### config.mk
export PLATFORM = sky130hd
export DESIGN_NAME = rob_commit_unit_flat
export DESIGN_NICKNAME = d
export VERILOG_FILES = /design/src/rtl/rob_commit_unit_if.sv /design/src/rtl/rob_commit_unit.sv /design/src/flat_wrapper.sv
export SDC_FILE = /design/constraint.sdc
export NUM_CORES = 1
export LEC_CHECK = 0
export CAP_MARGIN = 25
export CORE_AREA = 4 4 185 187
export CTS_CLUSTER_SIZE = 25
export DETAILED_ROUTE_END_ITERATION = 8
export DIE_AREA = 0 0 189 191
export PLACE_DENSITY = 0.81
export SLEW_MARGIN = 5
export SYNTH_ARGS = -nofsm -noshare
export SYNTH_HDL_FRONTEND = slang
export SYNTH_SLANG_ARGS = --single-unit
### constraint.sdc
create_clock -name clock -period 4.3 [get_ports clock]
set_input_delay 0.43 -clock clock [delete_from_list [all_inputs] [get_ports clock]]
set_output_delay 0.43 -clock clock [all_outputs]
set_load 0.05 [all_outputs]
### src/rtl/rob_commit_unit_if.sv
// Dispatch, broadcast, lookup and retirement signals of the reorder buffer.
// The slave side is the ROB itself; the master side is the surrounding pipeline.
`ifndef ROB_TAG_LEN
`define ROB_TAG_LEN 3
`endif

interface rob_commit_unit_if #(
    parameter int ROB_TAG_LEN = `ROB_TAG_LEN
);
    logic                   dispatch_en;
    logic [4:0]             dispatch_rd;
    logic [ROB_TAG_LEN-1:0] rob_entry_in;
    logic                   rob_full;

    logic                   cdb_valid;
    logic [ROB_TAG_LEN-1:0] cdb_tag;
    logic [31:0]            cdb_value;

    logic                   valid_wb;
    logic [4:0]             rd_wb;
    logic [ROB_TAG_LEN-1:0] rob_entry_wb;

    logic                   commit;
    logic [4:0]             rd_commit;
    logic [ROB_TAG_LEN-1:0] rob_entry_commit;
    logic [31:0]            commit_value;

    logic [ROB_TAG_LEN-1:0] rs1_tag;
    logic [ROB_TAG_LEN-1:0] rs2_tag;
    logic [31:0]            rs1_value;
    logic [31:0]            rs2_value;

    logic                   flush;

    modport master (
        output dispatch_en, dispatch_rd, cdb_valid, cdb_tag, cdb_value,
        output rs1_tag, rs2_tag, flush,
        input  rob_entry_in, rob_full, valid_wb, rd_wb, rob_entry_wb,
        input  commit, rd_commit, rob_entry_commit, commit_value,
        input  rs1_value, rs2_value
    );

    modport slave (
        input  dispatch_en, dispatch_rd, cdb_valid, cdb_tag, cdb_value,
        input  rs1_tag, rs2_tag, flush,
        output rob_entry_in, rob_full, valid_wb, rd_wb, rob_entry_wb,
        output commit, rd_commit, rob_entry_commit, commit_value,
        output rs1_value, rs2_value
    );
endinterface

### src/rtl/rob_commit_unit.sv
// Reorder buffer: in-order allocate, out-of-order completion, in-order retire.
// Tag 0 means "no ROB mapping", so the pointers cycle through 1..N-1 only.
`ifndef ROB_TAG_LEN
`define ROB_TAG_LEN 3
`endif

module rob_commit_unit #(
    parameter int ROB_TAG_LEN = `ROB_TAG_LEN
) (
    input logic               clock,
    input logic               reset,
    rob_commit_unit_if.slave  rob
);
    localparam int TW = ROB_TAG_LEN;
    localparam int N  = 1 << TW;

    logic [N-1:0]  valid_q;
    logic [N-1:0]  done_q;
    logic [4:0]    rd_q    [N];
    logic [31:0]   value_q [N];
    logic [TW-1:0] head_q;
    logic [TW-1:0] tail_q;
    logic [TW-1:0] count_q;

    logic full;
    logic cdb_ok;
    logic commit_ok;
    logic disp_ok;

    function automatic logic [TW-1:0] bump(input logic [TW-1:0] p);
        return (p == TW'(N - 1)) ? TW'(1) : p + TW'(1);
    endfunction

    function automatic logic [31:0] lookup(input logic [TW-1:0] tag);
        if (tag == '0)
            return 32'd0;
        if (rob.cdb_valid && rob.cdb_tag == tag)
            return rob.cdb_value;
        return value_q[tag];
    endfunction

    assign full      = (count_q == TW'(N - 1));
    assign cdb_ok    = rob.cdb_valid && (rob.cdb_tag != '0)
                       && valid_q[rob.cdb_tag] && !done_q[rob.cdb_tag];
    assign commit_ok = (count_q != '0) && valid_q[head_q] && done_q[head_q];
    assign disp_ok   = rob.dispatch_en && !full && !rob.flush;

    assign rob.rob_entry_in = tail_q;
    assign rob.rob_full     = full;

    assign rob.valid_wb     = cdb_ok;
    assign rob.rob_entry_wb = cdb_ok ? rob.cdb_tag : '0;
    assign rob.rd_wb        = cdb_ok ? rd_q[rob.cdb_tag] : 5'd0;

    assign rob.commit           = commit_ok;
    assign rob.rob_entry_commit = commit_ok ? head_q : '0;
    assign rob.rd_commit        = commit_ok ? rd_q[head_q] : 5'd0;
    assign rob.commit_value     = commit_ok ? value_q[head_q] : 32'd0;

    assign rob.rs1_value = lookup(rob.rs1_tag);
    assign rob.rs2_value = lookup(rob.rs2_tag);

    always_ff @(posedge clock) begin
        if (reset) begin
            valid_q <= '0;
            done_q  <= '0;
            for (int i = 0; i < N; i++) begin
                rd_q[i]    <= 5'd0;
                value_q[i] <= 32'd0;
            end
            head_q  <= TW'(1);
            tail_q  <= TW'(1);
            count_q <= '0;
        end else if (rob.flush) begin
            valid_q <= '0;
            done_q  <= '0;
            head_q  <= TW'(1);
            tail_q  <= TW'(1);
            count_q <= '0;
        end else begin
            // Head and tail never collide: a full ROB blocks dispatch,
            // an empty one cannot commit.
            if (commit_ok) begin
                valid_q[head_q] <= 1'b0;
                done_q[head_q]  <= 1'b0;
                head_q          <= bump(head_q);
            end
            if (cdb_ok) begin
                done_q[rob.cdb_tag]  <= 1'b1;
                value_q[rob.cdb_tag] <= rob.cdb_value;
            end
            if (disp_ok) begin
                valid_q[tail_q] <= 1'b1;
                done_q[tail_q]  <= 1'b0;
                rd_q[tail_q]    <= rob.dispatch_rd;
                tail_q          <= bump(tail_q);
            end
            unique case ({disp_ok, commit_ok})
                2'b10:   count_q <= count_q + TW'(1);
                2'b01:   count_q <= count_q - TW'(1);
                default: count_q <= count_q;
            endcase
        end
    end
endmodule

### src/flat_wrapper.sv
// flat-port wrapper written by rule: the top's interface ports become plain ports
module rob_commit_unit_flat 
#(
    parameter int ROB_TAG_LEN = `ROB_TAG_LEN
)
  (clock, reset, rob_dispatch_en, rob_dispatch_rd, rob_cdb_valid, rob_cdb_tag, rob_cdb_value, rob_rs1_tag, rob_rs2_tag, rob_flush, rob_rob_entry_in, rob_rob_full, rob_valid_wb, rob_rd_wb, rob_rob_entry_wb, rob_commit, rob_rd_commit, rob_rob_entry_commit, rob_commit_value, rob_rs1_value, rob_rs2_value);
  rob_commit_unit_if #(.ROB_TAG_LEN(ROB_TAG_LEN)) rob_i ();
  input logic clock;
  input logic reset;
  input wire logic [$bits(rob_i.dispatch_en)-1:0] rob_dispatch_en;
  input wire logic [$bits(rob_i.dispatch_rd)-1:0] rob_dispatch_rd;
  input wire logic [$bits(rob_i.cdb_valid)-1:0] rob_cdb_valid;
  input wire logic [$bits(rob_i.cdb_tag)-1:0] rob_cdb_tag;
  input wire logic [$bits(rob_i.cdb_value)-1:0] rob_cdb_value;
  input wire logic [$bits(rob_i.rs1_tag)-1:0] rob_rs1_tag;
  input wire logic [$bits(rob_i.rs2_tag)-1:0] rob_rs2_tag;
  input wire logic [$bits(rob_i.flush)-1:0] rob_flush;
  output wire logic [$bits(rob_i.rob_entry_in)-1:0] rob_rob_entry_in;
  output wire logic [$bits(rob_i.rob_full)-1:0] rob_rob_full;
  output wire logic [$bits(rob_i.valid_wb)-1:0] rob_valid_wb;
  output wire logic [$bits(rob_i.rd_wb)-1:0] rob_rd_wb;
  output wire logic [$bits(rob_i.rob_entry_wb)-1:0] rob_rob_entry_wb;
  output wire logic [$bits(rob_i.commit)-1:0] rob_commit;
  output wire logic [$bits(rob_i.rd_commit)-1:0] rob_rd_commit;
  output wire logic [$bits(rob_i.rob_entry_commit)-1:0] rob_rob_entry_commit;
  output wire logic [$bits(rob_i.commit_value)-1:0] rob_commit_value;
  output wire logic [$bits(rob_i.rs1_value)-1:0] rob_rs1_value;
  output wire logic [$bits(rob_i.rs2_value)-1:0] rob_rs2_value;
  assign rob_i.dispatch_en = rob_dispatch_en;
  assign rob_i.dispatch_rd = rob_dispatch_rd;
  assign rob_i.cdb_valid = rob_cdb_valid;
  assign rob_i.cdb_tag = rob_cdb_tag;
  assign rob_i.cdb_value = rob_cdb_value;
  assign rob_i.rs1_tag = rob_rs1_tag;
  assign rob_i.rs2_tag = rob_rs2_tag;
  assign rob_i.flush = rob_flush;
  assign rob_rob_entry_in = rob_i.rob_entry_in;
  assign rob_rob_full = rob_i.rob_full;
  assign rob_valid_wb = rob_i.valid_wb;
  assign rob_rd_wb = rob_i.rd_wb;
  assign rob_rob_entry_wb = rob_i.rob_entry_wb;
  assign rob_commit = rob_i.commit;
  assign rob_rd_commit = rob_i.rd_commit;
  assign rob_rob_entry_commit = rob_i.rob_entry_commit;
  assign rob_commit_value = rob_i.commit_value;
  assign rob_rs1_value = rob_i.rs1_value;
  assign rob_rs2_value = rob_i.rs2_value;
  rob_commit_unit #(.ROB_TAG_LEN(ROB_TAG_LEN)) u_core (.clock(clock), .reset(reset), .rob(rob_i));
endmodule
==> impl_metrics.yaml <==
worst_setup_path:
  cpPeakStageDelay_ns: 0.71
  critPathCaptureType: "primary output"
  required_ns: 3.87
  critPathKind: "reg2out"
  arrival_ns: 3.66
  crit_chain: "mux2_2 > nand4_1 > nand3b_1 > o21bai_4 > buf_12 > nor2_1 > clkdlybuf4s50_1"
  crit_family: "buffers and inverters"
  slowest_stage: "o21bai_4"
  crit_buf_inv: 2
  start_kind: "flip-flop"
  crit_fanout: 23
power:
  swShare: 0.267
  p_comb_frac: 0.179
  power_switching_uw: 2170
  pwr-share-clk: 0.374
  power_density_nw_per_um2: 353
  p_int_uw: 5960
  seqPwrFrac: 0.447
  p_leak_uw: 0.00804
  peakVddDrop_mv: 0.250
routing:
  drc: 0
  dr.pass1.iters: 6
  drtIter0Drc: 2678
  vias: 16616
  avgViaCountPerCell: 6.95
  drtAntennaViolNets: 0
  drt_wl_total_mm: 61.6
  wire_per_inst_um: 25.8
hold_path:
  hold_class: "in2reg"
clock_tree:
  cts_made_buffers: 37
  postCtsSetupBuffers: 0
  cts.sinks: 324
  cts_tree: "yes"
  cts_resized: 0
  path_clk_slew_ns: 0.06
  cts_buffer_depth: 3
  holdBufCountCts: 0
  clock-root-buffer: "clkbuf_16"
  clock_latency_ns: 0.51
  ctsHtreeMaxLevel: 2
logic_synthesis:
  synth_cell_types: 62
  synth-seq-cells: 324
  synthTopCellsByArea: "edfxtp_1 (47%), mux4_2 (9.3%), nor2_1 (7.6%)"
  yosysWarnings: 0
  yosysSeqAreaShare: 0.495
  syn_inst: 1793
  synth_edf_count: 296
  synth_top_area_frac: 0.466
  avgSynthCellArea_um2: 10.6
  synth_ff_type: "edfxtp_1"
  synthArstFlopShare: 0
  synthesis.area_um2: 19100
  yosysTopAreaCell: "edfxtp_1"
floorplan:
  die_w_um: 189
  rows: 66
  ios: 169
  coreArea_um2: 32500
  dieArea_um2: 36100
  die_h_um: 191
  start_util: 0.588
timing:
  clock.fmax_ghz: 0.245
  drv_slew: 0
  clock_skew_ns: 0.0148
  setup-tns-final_ns: 0
  tightest_slew_ns: 0.894
  setup-violations-final: 0
  max_slew_margin: 0.388
  rsz0062_at_grt: "false"
  final_hold_viol_count: 0
  min_period_over_period: 0.950
  fin_crit_ns: 4.09
finish:
  fin_util: 0.710
  nets: 1982
  layout_commonest_cell: "nor2_1"
  final_cell_mix: "nor2_1 (383), edfxtp_1 (296), nand2_1 (152)"
  area_growth_pct: 20.8
  layout-drive-gt1-share: 0.171
  antennaDiodeCount: 0
placement:
  gp_congestion: 0.924
  io_buffers: 168
  hpwlAfterDp_mm: 38.0
global_route:
  grt_first_pass_wirelength_mm: 93.6
  grt_antenna_before_repair: 0
  grt_remaining_overflow: 0
  grt_max_degree: 87
  track_usage: 0.332
  grt_pass1_vias: 16825
run:
  maxCapViolCount: 0
run_status:
  status: "finished, final reports clean"
layout make-up:
class / instances / area, um^2
multi-input combinational: 1325 / 9010
inverter: 12 / 45.0
sequential: 324 / 9460
clock buffer: 49 / 1010
clock inverter: 13 / 141
fill: 2168 / 9400
tap: 442 / 553
timing repair buffer: 225 / 2840
synth_stat cells (5+ instances only):
| cell type | number |
|---|---|
| nand2_1 | 152 |
| clkbuf_1 | 90 |
| mux2i_1 | 83 |
| o2bb2ai_1 | 31 |
| inv_1 | 11 |
| mux4_2 | 79 |
| nand3b_1 | 5 |
| buf_1 | 18 |
| nor2_1 | 384 |
| nand3_2 | 5 |
| a31o_2 | 5 |
| nand4_1 | 8 |
| or3_1 | 65 |
| buf_4 | 21 |
| edfxtp_1 | 296 |
| nand3_1 | 9 |
| a211o_1 | 33 |
| o2111ai_1 | 31 |
| o21ai_0 | 16 |
| ha_1 | 5 |
| o22ai_1 | 70 |
| o221ai_1 | 31 |
| buf_2 | 31 |
| nor2b_1 | 6 |
| a21oi_1 | 80 |
| dfxtp_1 | 28 |
| mux2_2 | 36 |
| nor3_1 | 44 |
| and3_1 | 5 |
| and2_1 | 41 |
| nand2b_1 | 14 |
| or2_2 | 9 |
per-stage QoR:
stage	power, uW	cell area (um^2)	std cells	hold slack [ns]	setup WS (ns)
CTS	8100	23000	2388	0.432	0.248
finish	8130	23100	2390	0.440	0.214
detailed placement	5110	21900	2326	0.465	0.590
floorplan	4490	19200	1824	0.431	0.0447
global route	8330	23100	2390	0.451	0.0665
global placement	5080	21900	2325	0.464	0.732
power groups by stage:
stage          logic [uW]  registers [uW]  clock network (uW)
6_report             1460            3630                3040
5_1_grt              1510            3640                3180
4_1_cts              1430            3630                3040
3_5_place_dp         1420            3690                   0
3_3_place_gp         1400            3680                   0
2_1_floorplan         821            3670                   0
per-layer routing:
| metal | share of wire | vias up | GRT usage |
|---|---|---|---|
| met5 | 0 | - | 0 |
| met4 | 0.048 | 0 | 0.164 |
| met3 | 0.13 | 261 | 0.0818 |
| met2 | 0.48 | 1473 | 0.547 |
| met1 | 0.34 | 7935 | 0.411 |
| li1 | - | 6947 | - |
registers in the layout (all words and copies together) (netlist names), named ones only:
register / count
u_core.done_q: 8
u_core.head_q: 3
u_core.count_q: 3
u_core.value_q: 256
u_core.rd_q: 40
u_core.rob.rob_entry_in: 3
u_core.valid_q: 8
final timing paths:
check / start / to / slack (ns) / cells after the start
worst max-delay path: u_core.head_q[1] / rob_commit_value[0] / 0.21 / 7
worst min-delay path: reset / u_core.value_q[0][24] / 0.44 / 1
worst max register to register: u_core.head_q[1] / u_core.count_q[2] / 0.92 / 11
worst min register to register: u_core.done_q[0] / u_core.done_q[0] / 0.47 / 2
cell families after synthesis:
| group | Yosys count | synth area share |
|---|---|---|
| AND/OR/NAND/NOR | 756 | 0.177 |
| AO/OA/AOI/OAI | 324 | 0.120 |
| flip-flops | 324 | 0.495 |
| multiplexers | 199 | 0.159 |
| buffers and inverters | 175 | 0.0417 |
| XOR/XNOR | 8 | 0.00367 |
| adder cells (fa/ha/maj) | 6 | 0.00433 |
| other | 1 | 0.000196 |
worst reg2reg max path, stage by stage (launching register included):
cell and delay [ns]:
dfxtp_1 0.69, mux2_2 0.42, nand4_1 0.11, nand3b_1 0.15
o21bai_4 0.71, inv_1 0.16, ha_1 0.27, inv_1 0.09
fa_1 0.18, xor2_1 0.07, or3_1 0.30, a21oi_1 0.15
Power figures use the tool's default switching activity.
